==> config.mk <==
export PLATFORM = sky130hd
export DESIGN_NAME = axi4lite_regbank
export DESIGN_NICKNAME = d
export VERILOG_FILES = /design/src/rtl/axi4lite_regbank.sv
export SDC_FILE = /design/constraint.sdc
export NUM_CORES = 1
export LEC_CHECK = 0
export ABC_AREA = 1
export CORE_ASPECT_RATIO = 1.1
export CORE_MARGIN = 1
export CORE_UTILIZATION = 42
export DETAILED_ROUTE_END_ITERATION = 16
export HOLD_SLACK_MARGIN = 0.12
export PLACE_DENSITY = 0.71
export SYNTH_ARGS = -nofsm -noshare
export SYNTH_HDL_FRONTEND = slang
export SYNTH_SLANG_ARGS = --single-unit
==> constraint.sdc <==
create_clock -name s_axi_aclk -period 1.7 [get_ports s_axi_aclk]
set_input_delay 0.425 -clock s_axi_aclk [delete_from_list [all_inputs] [get_ports s_axi_aclk]]
set_output_delay 0.425 -clock s_axi_aclk [all_outputs]
set_load 0.05 [all_outputs]
==> src/rtl/axi4lite_regbank.sv <==
// AXI4-Lite slave register bank.
// Exposes C_NUM_REGS read/write registers of C_S_AXI_DATA_WIDTH bits behind an
// AXI4-Lite slave port. Write address and write data are captured independently
// into holding registers, committed one cycle after both are held, and answered
// on B. Reads return registered data one cycle after the AR handshake.
// Ports:
//   s_axi_aclk, s_axi_aresetn      clock (rising edge), async active-low reset
//   s_axi_aw*/s_axi_w*/s_axi_b*    write address, write data, write response
//   s_axi_ar*/s_axi_r*             read address, read data/response
//   reg_out                        flat register contents, reg i at [i*DW +: DW]
//   reg_wr_pulse                   one-cycle strobe per register on a committed write
module axi4lite_regbank #(
  parameter int unsigned C_S_AXI_ADDR_WIDTH = 4,
  parameter int unsigned C_S_AXI_DATA_WIDTH = 32,
  parameter int unsigned C_NUM_REGS         = 4
) (
  input  logic                                     s_axi_aclk,
  input  logic                                     s_axi_aresetn,
  input  logic [C_S_AXI_ADDR_WIDTH-1:0]            s_axi_awaddr,
  input  logic                                     s_axi_awvalid,
  output logic                                     s_axi_awready,
  input  logic [C_S_AXI_DATA_WIDTH-1:0]            s_axi_wdata,
  input  logic [C_S_AXI_DATA_WIDTH/8-1:0]          s_axi_wstrb,
  input  logic                                     s_axi_wvalid,
  output logic                                     s_axi_wready,
  output logic [1:0]                               s_axi_bresp,
  output logic                                     s_axi_bvalid,
  input  logic                                     s_axi_bready,
  input  logic [C_S_AXI_ADDR_WIDTH-1:0]            s_axi_araddr,
  input  logic                                     s_axi_arvalid,
  output logic                                     s_axi_arready,
  output logic [C_S_AXI_DATA_WIDTH-1:0]            s_axi_rdata,
  output logic [1:0]                               s_axi_rresp,
  output logic                                     s_axi_rvalid,
  input  logic                                     s_axi_rready,
  output logic [C_NUM_REGS*C_S_AXI_DATA_WIDTH-1:0] reg_out,
  output logic [C_NUM_REGS-1:0]                    reg_wr_pulse
);

  localparam int unsigned DW       = C_S_AXI_DATA_WIDTH;
  localparam int unsigned AW       = C_S_AXI_ADDR_WIDTH;
  localparam int unsigned STRB_W   = DW / 8;
  localparam int unsigned ADDR_LSB = $clog2(STRB_W);
  localparam int unsigned IDX_W    = AW - ADDR_LSB;

  localparam logic [1:0] RESP_OKAY   = 2'b00;
  localparam logic [1:0] RESP_SLVERR = 2'b10;

  typedef enum logic [1:0] {W_IDLE, W_COMMIT, W_RESP} w_state_e;
  typedef enum logic       {R_IDLE, R_DATA}           r_state_e;

  w_state_e              w_state_q, w_state_d;
  r_state_e              r_state_q, r_state_d;

  logic                  aw_full_q, aw_full_d;
  logic                  w_full_q,  w_full_d;
  logic [IDX_W-1:0]      aw_idx_q,  aw_idx_d;
  logic [DW-1:0]         w_data_q,  w_data_d;
  logic [STRB_W-1:0]     w_strb_q,  w_strb_d;

  logic                  awready_d, wready_d, arready_d;
  logic                  bvalid_d;
  logic [1:0]            bresp_d;
  logic [C_NUM_REGS-1:0] pulse_d;
  logic                  rvalid_d;
  logic [1:0]            rresp_d;
  logic [DW-1:0]         rdata_d;

  logic [DW-1:0]         regs_q [C_NUM_REGS];

  logic                  aw_hs, w_hs, ar_hs;
  logic                  wr_idx_ok, rd_idx_ok;
  logic [IDX_W-1:0]      rd_idx;
  logic [DW-1:0]         rd_word;
  logic                  addr_unused;

  // Byte-offset address bits carry no information for word registers.
  assign addr_unused = ^{s_axi_awaddr, s_axi_araddr};

  assign aw_hs     = s_axi_awvalid && s_axi_awready;
  assign w_hs      = s_axi_wvalid  && s_axi_wready;
  assign ar_hs     = s_axi_arvalid && s_axi_arready;
  assign wr_idx_ok = 32'(aw_idx_q) < C_NUM_REGS;
  assign rd_idx    = s_axi_araddr[AW-1:ADDR_LSB];
  assign rd_idx_ok = 32'(rd_idx) < C_NUM_REGS;

  // Read mux; out-of-range indices return zero.
  always_comb begin
    rd_word = '0;
    for (int unsigned i = 0; i < C_NUM_REGS; i++) begin
      if (32'(rd_idx) == i) rd_word = regs_q[i];
    end
  end

  // ---------------------------------------------------------------- write FSM
  // State and holding registers.
  always_ff @(posedge s_axi_aclk or negedge s_axi_aresetn) begin
    if (!s_axi_aresetn) begin
      w_state_q <= W_IDLE;
      aw_full_q <= 1'b0;
      w_full_q  <= 1'b0;
      aw_idx_q  <= '0;
      w_data_q  <= '0;
      w_strb_q  <= '0;
    end else begin
      w_state_q <= w_state_d;
      aw_full_q <= aw_full_d;
      w_full_q  <= w_full_d;
      aw_idx_q  <= aw_idx_d;
      w_data_q  <= w_data_d;
      w_strb_q  <= w_strb_d;
    end
  end

  // Next state: collect AW and W in any order, commit, then wait for bready.
  always_comb begin
    w_state_d = w_state_q;
    aw_full_d = aw_full_q;
    w_full_d  = w_full_q;
    aw_idx_d  = aw_idx_q;
    w_data_d  = w_data_q;
    w_strb_d  = w_strb_q;
    unique case (w_state_q)
      W_IDLE: begin
        if (aw_hs) begin
          aw_full_d = 1'b1;
          aw_idx_d  = s_axi_awaddr[AW-1:ADDR_LSB];
        end
        if (w_hs) begin
          w_full_d = 1'b1;
          w_data_d = s_axi_wdata;
          w_strb_d = s_axi_wstrb;
        end
        if (aw_full_d && w_full_d) w_state_d = W_COMMIT;
      end
      W_COMMIT: w_state_d = W_RESP;
      W_RESP: begin
        if (s_axi_bready) begin
          w_state_d = W_IDLE;
          aw_full_d = 1'b0;
          w_full_d  = 1'b0;
        end
      end
      default: w_state_d = W_IDLE;
    endcase
  end

  // Next values of the registered write-side outputs.
  always_comb begin
    bvalid_d  = s_axi_bvalid;
    bresp_d   = s_axi_bresp;
    pulse_d   = '0;
    awready_d = (w_state_d == W_IDLE) && !aw_full_d;
    wready_d  = (w_state_d == W_IDLE) && !w_full_d;
    if (w_state_q == W_COMMIT) begin
      bvalid_d = 1'b1;
      bresp_d  = wr_idx_ok ? RESP_OKAY : RESP_SLVERR;
      for (int unsigned i = 0; i < C_NUM_REGS; i++) begin
        pulse_d[i] = (32'(aw_idx_q) == i);
      end
    end else if ((w_state_q == W_RESP) && s_axi_bready) begin
      bvalid_d = 1'b0;
    end
  end

  always_ff @(posedge s_axi_aclk or negedge s_axi_aresetn) begin
    if (!s_axi_aresetn) begin
      s_axi_awready <= 1'b0;
      s_axi_wready  <= 1'b0;
      s_axi_bvalid  <= 1'b0;
      s_axi_bresp   <= 2'b00;
      reg_wr_pulse  <= '0;
    end else begin
      s_axi_awready <= awready_d;
      s_axi_wready  <= wready_d;
      s_axi_bvalid  <= bvalid_d;
      s_axi_bresp   <= bresp_d;
      reg_wr_pulse  <= pulse_d;
    end
  end

  // Register file: byte-masked update on the commit edge.
  always_ff @(posedge s_axi_aclk or negedge s_axi_aresetn) begin
    if (!s_axi_aresetn) begin
      for (int unsigned i = 0; i < C_NUM_REGS; i++) regs_q[i] <= '0;
    end else if (w_state_q == W_COMMIT) begin
      for (int unsigned i = 0; i < C_NUM_REGS; i++) begin
        if (32'(aw_idx_q) == i) begin
          for (int unsigned b = 0; b < STRB_W; b++) begin
            if (w_strb_q[b]) regs_q[i][b*8 +: 8] <= w_data_q[b*8 +: 8];
          end
        end
      end
    end
  end

  for (genvar g = 0; g < int'(C_NUM_REGS); g++) begin : g_reg_out
    assign reg_out[g*DW +: DW] = regs_q[g];
  end

  // ----------------------------------------------------------------- read FSM
  always_ff @(posedge s_axi_aclk or negedge s_axi_aresetn) begin
    if (!s_axi_aresetn) r_state_q <= R_IDLE;
    else                r_state_q <= r_state_d;
  end

  always_comb begin
    r_state_d = r_state_q;
    unique case (r_state_q)
      R_IDLE:  if (ar_hs)        r_state_d = R_DATA;
      R_DATA:  if (s_axi_rready) r_state_d = R_IDLE;
      default: r_state_d = R_IDLE;
    endcase
  end

  // Data and response are captured on the AR handshake and held until rready.
  always_comb begin
    rdata_d   = s_axi_rdata;
    rresp_d   = s_axi_rresp;
    rvalid_d  = (r_state_d == R_DATA);
    arready_d = (r_state_d == R_IDLE);
    if ((r_state_q == R_IDLE) && ar_hs) begin
      rdata_d = rd_word;
      rresp_d = rd_idx_ok ? RESP_OKAY : RESP_SLVERR;
    end
  end

  always_ff @(posedge s_axi_aclk or negedge s_axi_aresetn) begin
    if (!s_axi_aresetn) begin
      s_axi_arready <= 1'b0;
      s_axi_rvalid  <= 1'b0;
      s_axi_rresp   <= 2'b00;
      s_axi_rdata   <= '0;
    end else begin
      s_axi_arready <= arready_d;
      s_axi_rvalid  <= rvalid_d;
      s_axi_rresp   <= rresp_d;
      s_axi_rdata   <= rdata_d;
    end
  end

endmodule

==> impl_metrics.env <==
export IMPL_io_pins=224
export IMPL_max_stage_delay_ns=0.37
export IMPL_die_w_um=142
export IMPL_slowest_stage="dfrtp_1"
export IMPL_final_hold_viol_count=0
export IMPL_fin_area_mm2=0.0141
export IMPL_wire_per_inst_um=17.1
export IMPL_fp_dieH_um=156
export IMPL_critPathKind="reg2reg"
export IMPL_p_int_mw=16.7
export IMPL_hp_class="in2async"
export IMPL_ys_ff_latch=211
export IMPL_seq_area_frac_synth=0.582
export IMPL_wl_um=28600
export IMPL_synth_area_leaders="dfrtp_1, nand2_1, o21ai_0"
export IMPL_peakVddDrop_v=0.00113
export IMPL_power_mw=29.6
export IMPL_min_period_ns=1.62
export IMPL_min_period_over_period=0.952
export IMPL_power_switching_mw=12.9
export IMPL_final_common_cell="nand2_1"
export IMPL_drv_cap=0
export IMPL_path_max_fanout=8
export IMPL_nets=1415
export IMPL_pwr_share_seq=0.324
export IMPL_area_growth_pct=54.9
export IMPL_start_util=0.427
export IMPL_r2r_slack_ns=0.08
export IMPL_powerDensity_mw_per_mm2=2100
export IMPL_first_pass_iters=6
export IMPL_root_buffer="clkbuf_16"
export IMPL_crit_path_cell_trace="buf_4 > nor2_4 > nand2_1 > nor2_4 > nand2_1 > nand2_1"
export IMPL_grtUsageTotal=0.261
export IMPL_core_area_mm2=0.0212
export IMPL_p_comb_frac=0.497
export IMPL_numPortBuffers=215
export IMPL_grt_pass1_vias=8130
export IMPL_slew_viol_final=0
export IMPL_grt_overflow=0
export IMPL_rsz0062_at_grt="yes"
export IMPL_nFillCells=1649
export IMPL_viasPerCell=5.01
export IMPL_critPathRequiredTime_ns=2.13
export IMPL_setup_viol=0
export IMPL_fin_skew_ns=0.0122
export IMPL_dpl_instance_area_mm2=0.0132
export IMPL_syn_avg_cell_area_um2=8.08
export IMPL_std_cell_rows=56
export IMPL_htreeDepth=1
export IMPL_switching_share=0.437
export IMPL_grt_max_degree=45
export IMPL_drtAntennaViolNets=0
export IMPL_cts_tree="done"
export IMPL_place_congestion=0.844
export IMPL_outcome="finished clean"
export IMPL_end_kind="flip-flop"
export IMPL_fmax_mhz=618
export IMPL_critPathMostFrequentCell="nand2_1"
export IMPL_clockPowerShare=0.179
export IMPL_die_area_mm2=0.0222
export IMPL_netlist_area_mm2=0.00907
export IMPL_final_cell_mix="nand2_1, dfrtp_1, buf_12"
export IMPL_clock_sinks=211
export IMPL_cts_buffer_depth=3
export IMPL_drive_above_1_share=0.199
export IMPL_startpoint_type="flip-flop"
export IMPL_insertion_delay_ns=0.50
export IMPL_arrival_ns=2.05
export IMPL_antenna_found_initial=0
export IMPL_drt_iter0_markers=536
export IMPL_syn_inst=1123
export IMPL_path_clk_slew_ns=0.06
export IMPL_p_leak_nw=7.19
export IMPL_grt_pass1_wl_um=44500
export IMPL_tritoncts_num_buffers=23
export IMPL_yosysWarnings=0
export IMPL_vias=8359
export IMPL_synth_top_cell_area_share=0.582
export IMPL_synth_cell_types=13
export IMPL_hpwl_um=19400
export IMPL_yosysTopAreaCell="dfrtp_1"
export IMPL_drc=0
-- cell families (layout without fill, tap and decap cells) --
family                 after synthesis  after routing  share of synthesized area
other                                1              5                   0.000413
AO/OA/AOI/OAI                       74             74                     0.0408
AND/OR/NAND/NOR                    749            749                      0.337
buffers and inverters               88            341                     0.0397
flip-flops                         211            211                      0.582
-- what timing repair did --
action / CTS / global route
hold buffers: 1 / 0
hold endpoints to repair: 33 / 0
setup endpoints to repair: 0 / 70
gates resized for setup: 0 / 8
setup buffers: 0 / 0
-- final timing paths --
check                      cells after the start            start              end
setup reg to reg                               6     w_state_q[1]      reg_out[24]
hold / removal                                 2    s_axi_aresetn     w_data_q[13]
hold reg to reg                                2  s_axi_rdata[27]  s_axi_rdata[27]
max in group asynchronous                      3    s_axi_aresetn      reg_out[30]
setup / recovery                               6     w_state_q[1]      reg_out[24]
min in group s_axi_aclk                        3  s_axi_wdata[15]     w_data_q[15]
-- power by group through the flow --
| stage | clock network (mW) | logic (mW) | registers (mW) |
|---|---|---|---|
| 2_1_floorplan | 0 | 2.65 | 13.6 |
| 3_3_place_gp | 0 | 14.5 | 9.53 |
| 3_5_place_dp | 0 | 14.7 | 9.57 |
| 4_1_cts | 5.35 | 14.8 | 9.54 |
| 5_1_grt | 5.56 | 15.4 | 9.82 |
| 6_report | 5.29 | 14.7 | 9.57 |
-- worst max-delay path: cells and delay by family (launching register included) --
| family | cells | cell delay [ns] |
|---|---|---|
| and+or+nand+nor | 5 | 1.02 |
| DFF | 1 | 0.37 |
| buffers and inverters | 1 | 0.15 |
-- stage by stage --
step,hold slack (ns),worst slack (ns),instances,utilization,setup TNS (ns)
detailed placement,0.389,0.0887,1628,0.623,0
global route,0.453,-0.0114,1669,0.662,-0.0137
CTS,0.425,0.0573,1669,0.661,0
finish,0.423,0.0808,1670,0.662,0
floorplan,0.129,0.154,1126,-,0
global placement,0.395,0.131,1628,0.623,0
-- layer usage --
layer  GRT usage  part of all wire
met5           0                 0
met3      0.0421             0.062
met1       0.347              0.42
met2       0.433              0.49
met4      0.0891             0.030
-- flip-flops by register name (all words and copies together), names as in the netlist --
signal,count
aw_idx_q,2
aw_full_q,1
s_axi_rdata,32
w_full_q,1
s_axi_arready,1
w_strb_q,4
w_state_q,2
s_axi_bvalid,1
w_data_q,32
reg_wr_pulse,4
reg_out,128
s_axi_rvalid,1
s_axi_wready,1
s_axi_awready,1
-- cell usage after synthesis --
cell type,count
inv_1,52
buf_4,4
clkbuf_1,19
dfrtp_1,211
nand2_1,589
nor2_4,21
conb_1,1
buf_2,12
nor2_1,70
nand3_2,1
o21ai_0,74
nand3_1,68
buf_1,1
-- area by class of cell --
class | count | area [µm²] | share of cell area
flip-flops and latches | 211 | 5280 | 0.376
repair buffers | 249 | 3930 | 0.280
multi-input cells | 827 | 3480 | 0.247
clock buffers | 33 | 693 | 0.0493
well taps | 290 | 363 | 0.0258
inverters | 52 | 195 | 0.0139
clock inverters | 7 | 116 | 0.00828
diodes | 1 | 2.50 | 0.000178
(Power assumes the default switching activity.)
